[config.mk]
export PLATFORM = sky130hd
export DESIGN_NAME = mem_arbiter
export DESIGN_NICKNAME = d
export VERILOG_FILES = /design/src/rtl/mem_arbiter.sv
export SDC_FILE = /design/constraint.sdc
export NUM_CORES = 1
export LEC_CHECK = 0
export BUFFER_PORTS_ARGS = -buffer_cell sky130_fd_sc_hd__buf_4
export CORE_MARGIN = 2
export CORE_UTILIZATION = 30
export DETAILED_ROUTE_END_ITERATION = 8
export MAX_ROUTING_LAYER = met4
export SLEW_MARGIN = 5
export SYNTH_ARGS = -nofsm -noshare
export SYNTH_HDL_FRONTEND = slang
export SYNTH_SLANG_ARGS = --single-unit
[constraint.sdc]
create_clock -name clk -period 10.1 [get_ports clk]
set_input_delay 1.515 -clock clk [delete_from_list [all_inputs] [get_ports clk]]
set_output_delay 1.515 -clock clk [all_outputs]
set_load 0.01 [all_outputs]
[src/rtl/mem_arbiter.sv]
`default_nettype none
// ============================================================================
// Module   : mem_arbiter
// Purpose  : Serializes I-cache fills and D-cache fills/write-backs onto one
//            fixed-latency main-memory port. Define ARB_RR_EN to replace the
//            fixed D-first tie-break with a round-robin tie-break.
// Revision : 1.0 - initial release
// ============================================================================
module mem_arbiter #(
    parameter int LAT = 4,
    parameter int AW  = 14,
    parameter int LW  = 64
) (
    input  logic          clk,
    input  logic          rst,
    input  logic          i_req,
    input  logic [AW-1:0] i_addr,
    output logic          i_rdy,
    input  logic          d_req,
    input  logic          d_we,
    input  logic [AW-1:0] d_addr,
    input  logic [LW-1:0] d_wdata,
    output logic          d_rdy,
    output logic [LW-1:0] rd_line,
    output logic [AW-1:0] mem_addr,
    output logic          mem_re,
    output logic          mem_we,
    output logic [LW-1:0] mem_wdata,
    input  logic [LW-1:0] mem_rdata,
    output logic          busy
);

    typedef enum logic [1:0] {
        S_IDLE = 2'd0,
        S_BUSY = 2'd1,
        S_RESP = 2'd2
    } state_t;

    localparam logic [3:0] c_cnt_init = 4'(LAT - 1);

    state_t     r_state;
    logic [3:0] r_cnt;
    logic       r_gnt_d;
    logic       w_gnt_d;
    logic       w_gnt_any;

    assign w_gnt_any = i_req | d_req;

`ifdef ARB_RR_EN
    logic r_last_d;

    // On a tie the side that did not win last time takes the grant.
    assign w_gnt_d = d_req & (~i_req | ~r_last_d);

    always_ff @(posedge clk or posedge rst) begin
        if (rst) begin
            r_last_d <= 1'b0;
        end else if (r_state == S_IDLE && w_gnt_any) begin
            r_last_d <= w_gnt_d;
        end
    end
`else
    assign w_gnt_d = d_req;
`endif

    always_ff @(posedge clk or posedge rst) begin
        if (rst) begin
            r_state   <= S_IDLE;
            r_cnt     <= 4'd0;
            r_gnt_d   <= 1'b0;
            mem_addr  <= '0;
            mem_wdata <= '0;
            mem_re    <= 1'b0;
            mem_we    <= 1'b0;
            rd_line   <= '0;
            i_rdy     <= 1'b0;
            d_rdy     <= 1'b0;
            busy      <= 1'b0;
        end else begin
            case (r_state)
                S_IDLE: begin
                    if (w_gnt_any) begin
                        r_gnt_d  <= w_gnt_d;
                        mem_addr <= w_gnt_d ? d_addr : i_addr;
                        mem_re   <= ~(w_gnt_d & d_we);
                        mem_we   <= w_gnt_d & d_we;
                        if (w_gnt_d) begin
                            mem_wdata <= d_wdata;
                        end
                        r_cnt    <= c_cnt_init;
                        busy     <= 1'b1;
                        r_state  <= S_BUSY;
                    end
                end
                S_BUSY: begin
                    if (r_cnt == 4'd0) begin
                        // mem_rdata is valid only in the last cycle of the strobe.
                        if (mem_re) begin
                            rd_line <= mem_rdata;
                        end
                        mem_re  <= 1'b0;
                        mem_we  <= 1'b0;
                        i_rdy   <= ~r_gnt_d;
                        d_rdy   <= r_gnt_d;
                        r_state <= S_RESP;
                    end else begin
                        r_cnt <= r_cnt - 4'd1;
                    end
                end
                S_RESP: begin
                    i_rdy   <= 1'b0;
                    d_rdy   <= 1'b0;
                    busy    <= 1'b0;
                    r_state <= S_IDLE;
                end
                default: begin
                    r_state <= S_IDLE;
                end
            endcase
        end
    end

endmodule
`default_nettype wire
Yosys cells after proc, flatten, opt, wreduce, memory -nomap -nowiden
Index checks and enable logic that the tools add are counted.

Flip-flop bits (word level): 154. Output and inout bits: 147.

Add/sub/neg operators: 1. Equality and inequality tests: 5. Muxes and demuxes: 18. Bitwise gates (word level): 4. Reductions and logical operators: 13.

Operators by type and width (number): two-way mux 14 bit (1); AND reduction 3 bit (4); one-hot mux 1 bit (2 select lines) (5); two-way mux 4 bit (2); one-hot mux 4 bit (2 select lines) (1); AND reduction 2 bit (4); two-way mux 1 bit (6); inequality test 2 bit (second input constant) (3); nonzero test 2 bit (3); logical NOT 4 bit (1); two-way mux 2 bit (2); one-hot mux 2 bit (2 select lines) (1); subtractor 4 x 1 -> 4 bit (second input constant) (1); == test 2 x 1 -> 1 bit (second input constant) (1); == test 2 bit (second input constant) (1); logical NOT 2 bit (1); inverter 1 bit (2); AND 1 bit (1); OR 1 bit (1).

Depth between registers and ports, before layout
Depth after elaboration: 4. Gate-level depth with buffers: 7. Mapped depth without buffers: 5.

Worst setup path after synthesis
No wires, ideal clock.

Path type: input to register. From: input port d_req. To: register mem_wdata[35]. Data arrival time: 2.571 ns. Required time: 9.975 ns. Slack: 7.404 ns. Stages: 6. Path buffers: 4. Path through: buf_2 -> and2_1 -> clkbuf_1 -> buf_6 -> buf_6 -> mux2_2.

Cells in the longest elaborated chain, start to end: 2.

Ends and longest elaborated chain: from (decl) (line 19) `input logic d_req,`; OR 1 bit (line 47) `assign w_gnt_any = i_req | d_req;`; AND reduction 3 bit (no source line) *; to (signal assigned) (line 88) `mem_wdata <= d_wdata;`; to (decl) (line 28) `output logic [LW-1:0] mem_wdata,`.

Mark *: on every way between the ends. The rest lies on a longest branch, timed or not. A chain may end at the register's enable or synchronous reset.

Worst setup path after layout
From: input port d_req. To: register mem_wdata[14].

Same word-level chain as after synthesis.

==> out/results.ini <==
[route]
route.vias.total=4389
first_iter_violations=142
drt_wl_total_um=15900
wl_per_cell_um=16.2
drcViolationCount=0
firstDrtPassIters=4
viasPerCell=4.49
ant_nets=0

[die]
io_pins=308
core_area_mm2=0.0196
die-width_um=146
initial_core_util=0.307
die_y_um=146
num_rows=51
die_area_mm2=0.0212

[cts]
cts_tree=built
clockBufferDepth=2
cts_root_buf=clkbuf_16
clk_pin_slew_ns=0.06
holdBufCountCts=0
tritoncts.num_buffers=17
ctsResizeCount=0
cts_sinks=154
post_cts_buffers=0
insertion_delay_ns=0.41
h-tree-depth=4

[power]
power.leakage_nw=4.40
power.density_mw_per_mm2=323
ir_worst_vdd_uv=131

[critical_path]
worst_setup_path_start_kind=input port
critPathLaunch=d_req
required_ns=10.39
cp_max_fo=36
worstSetupPathType=input port to register
crit_path_end_kind=register
critPathArrivalTime_ns=3.46
regToRegStartpoint=r_state[1]

[outcome]
status=finished clean

[sta]
post-route-min-period_ns=3.16
clock.fmax_mhz=316
fin_ws_ns=6.94
drv_slew=0
holdWs_ns=0.495
worst_pin_slew_ns=1.08
setup_viol=0
finClkSkew_ns=0.00870
rsz0062_at_grt=false
hold_violations=0
fin_crit_sh=0.313
tns_ns=0
slew_headroom=0.276

[placed_design]
dp_hpwl_um=11800
dp.cells=944
port_buffers=307
routabilityCongestion=0.777
dp_slack_ns=6.49

[logic_synthesis]
async_flop_share=1.00
seq_area_frac_synth=0.640
ys_types=34
synthCells=390
yosysMostFrequentCell=dfrtp_1
ys_top_cells_by_area=dfrtp_1, mux2_2, o21ai_0
ys_ff_latch=154
synthFlopType=dfrtp_1
yosysWarnings=0
synth_nets=552
syn_area_mm2=0.00602
synth_top_area_cell=dfrtp_1
synth_top_area_frac=0.640
synth_common_cells=dfrtp_1, mux2_2, o21ai_0
syn_area_per_cell_um2=15.4
synth_edf_count=0

[global_routing]
grt_usage=0.154
overflow=0
antenna_found_initial=0
met2_usage=0.252
use_met1=0.171
grt_max_degree=91
grt_most_used_layer=met2
first_global_vias=4662
gr-usage-met3=0.0621
grt_first_pass_wirelength_um=25000

[finish]
post-route-util=0.468
syn_to_final_growth_pct=52.4
nets=861
finalNonFillerCells=977
n_antenna_cell=0
drive_gt1_frac=0.663

[min_path]
hold_start=mem_wdata[27]
hold_path.class=register to register

[flow_run]
cap_violations=0

## worst paths after layout
| check | endpoint | slack, ns | cells after the start |
|---|---|---|---|
| worst max-delay path | mem_wdata[14] | 6.94 | 4 |
| worst min-delay path | mem_wdata[27] | 0.50 | 1 |
| worst max register to register | mem_wdata[14] | 7.67 | 4 |
| worst min register to register | mem_wdata[27] | 0.50 | 1 |
| max in group asynchronous | mem_wdata[37] | 7.75 | 4 |
| min in group asynchronous | rd_line[16] | 1.16 | 2 |
## where the power goes
part | internal (mW) | switching [mW]
clock | 0.412 | 0.257
sequential | 0.928 | 0.175
combinational | 0.689 | 0.504
## worst max-delay path: stages
cell and delay, ns:
buf_4 0.27, and2_2 0.71, buf_4 0.54, mux2_2 0.40
## area by class of cell
type | instances | area [um^2]
clock inverters | 12 | 160
clock buffers | 20 | 467
inverters | 5 | 23.8
repair buffers | 311 | 2350
fillers | 1768 | 10400
flip-flops and latches | 154 | 3850
multi-input cells | 210 | 1990
well taps | 265 | 332
## cell usage in the layout (no fill, tap or decap), types with 2 or more instances in the layout
master,n
inv_6,5
o21ai_0,33
bufinv_16,3
buf_4,310
nor2_1,4
clkbuf_8,3
clkbuf_16,17
inv_1,4
nand2_1,3
mux2_2,121
a21oi_1,3
mux2i_1,14
dfrtp_1,154
and3_2,2
and3_1,2
mux2_1,8
a21o_1,2
clkinvlp_4,4
## logic make-up (layout without fill, tap and decap cells)
logic type                 after synthesis  in the layout  synth area share
DFF                                    154            154             0.640
buffers and inverters                   26            348            0.0303
muxes                                  143            143             0.265
adders and majority gates                1              1           0.00208
AOI/OAI and AO/OA                       45             45            0.0407
and+or+nand+nor                         21             21            0.0222
## layer usage
metal	share of wire	routed length, um
met4	0.015	233
met3	0.086	1360
met5	0	0
met2	0.50	7880
met1	0.40	6380
## sequential cells by signal (all words and copies together) (netlist names)
name / count
busy: 1
r_gnt_d: 1
mem_wdata: 64
d_rdy: 1
r_state: 2
i_rdy: 1
r_cnt: 4
mem_we: 1
mem_re: 1
rd_line: 64
mem_addr: 14
## per-stage QoR
| stage | instance area [um^2] | power, mW |
|---|---|---|
| after floorplan | 6020 | 1.69 |
| after global placement | 8520 | 2.29 |
| after detailed placement | 8520 | 2.32 |
| after CTS | 9150 | 3.00 |
| after global routing | 9180 | 3.14 |
| final | 9180 | 2.97 |
No activity file was read; power rests on OpenSTA's default activity.
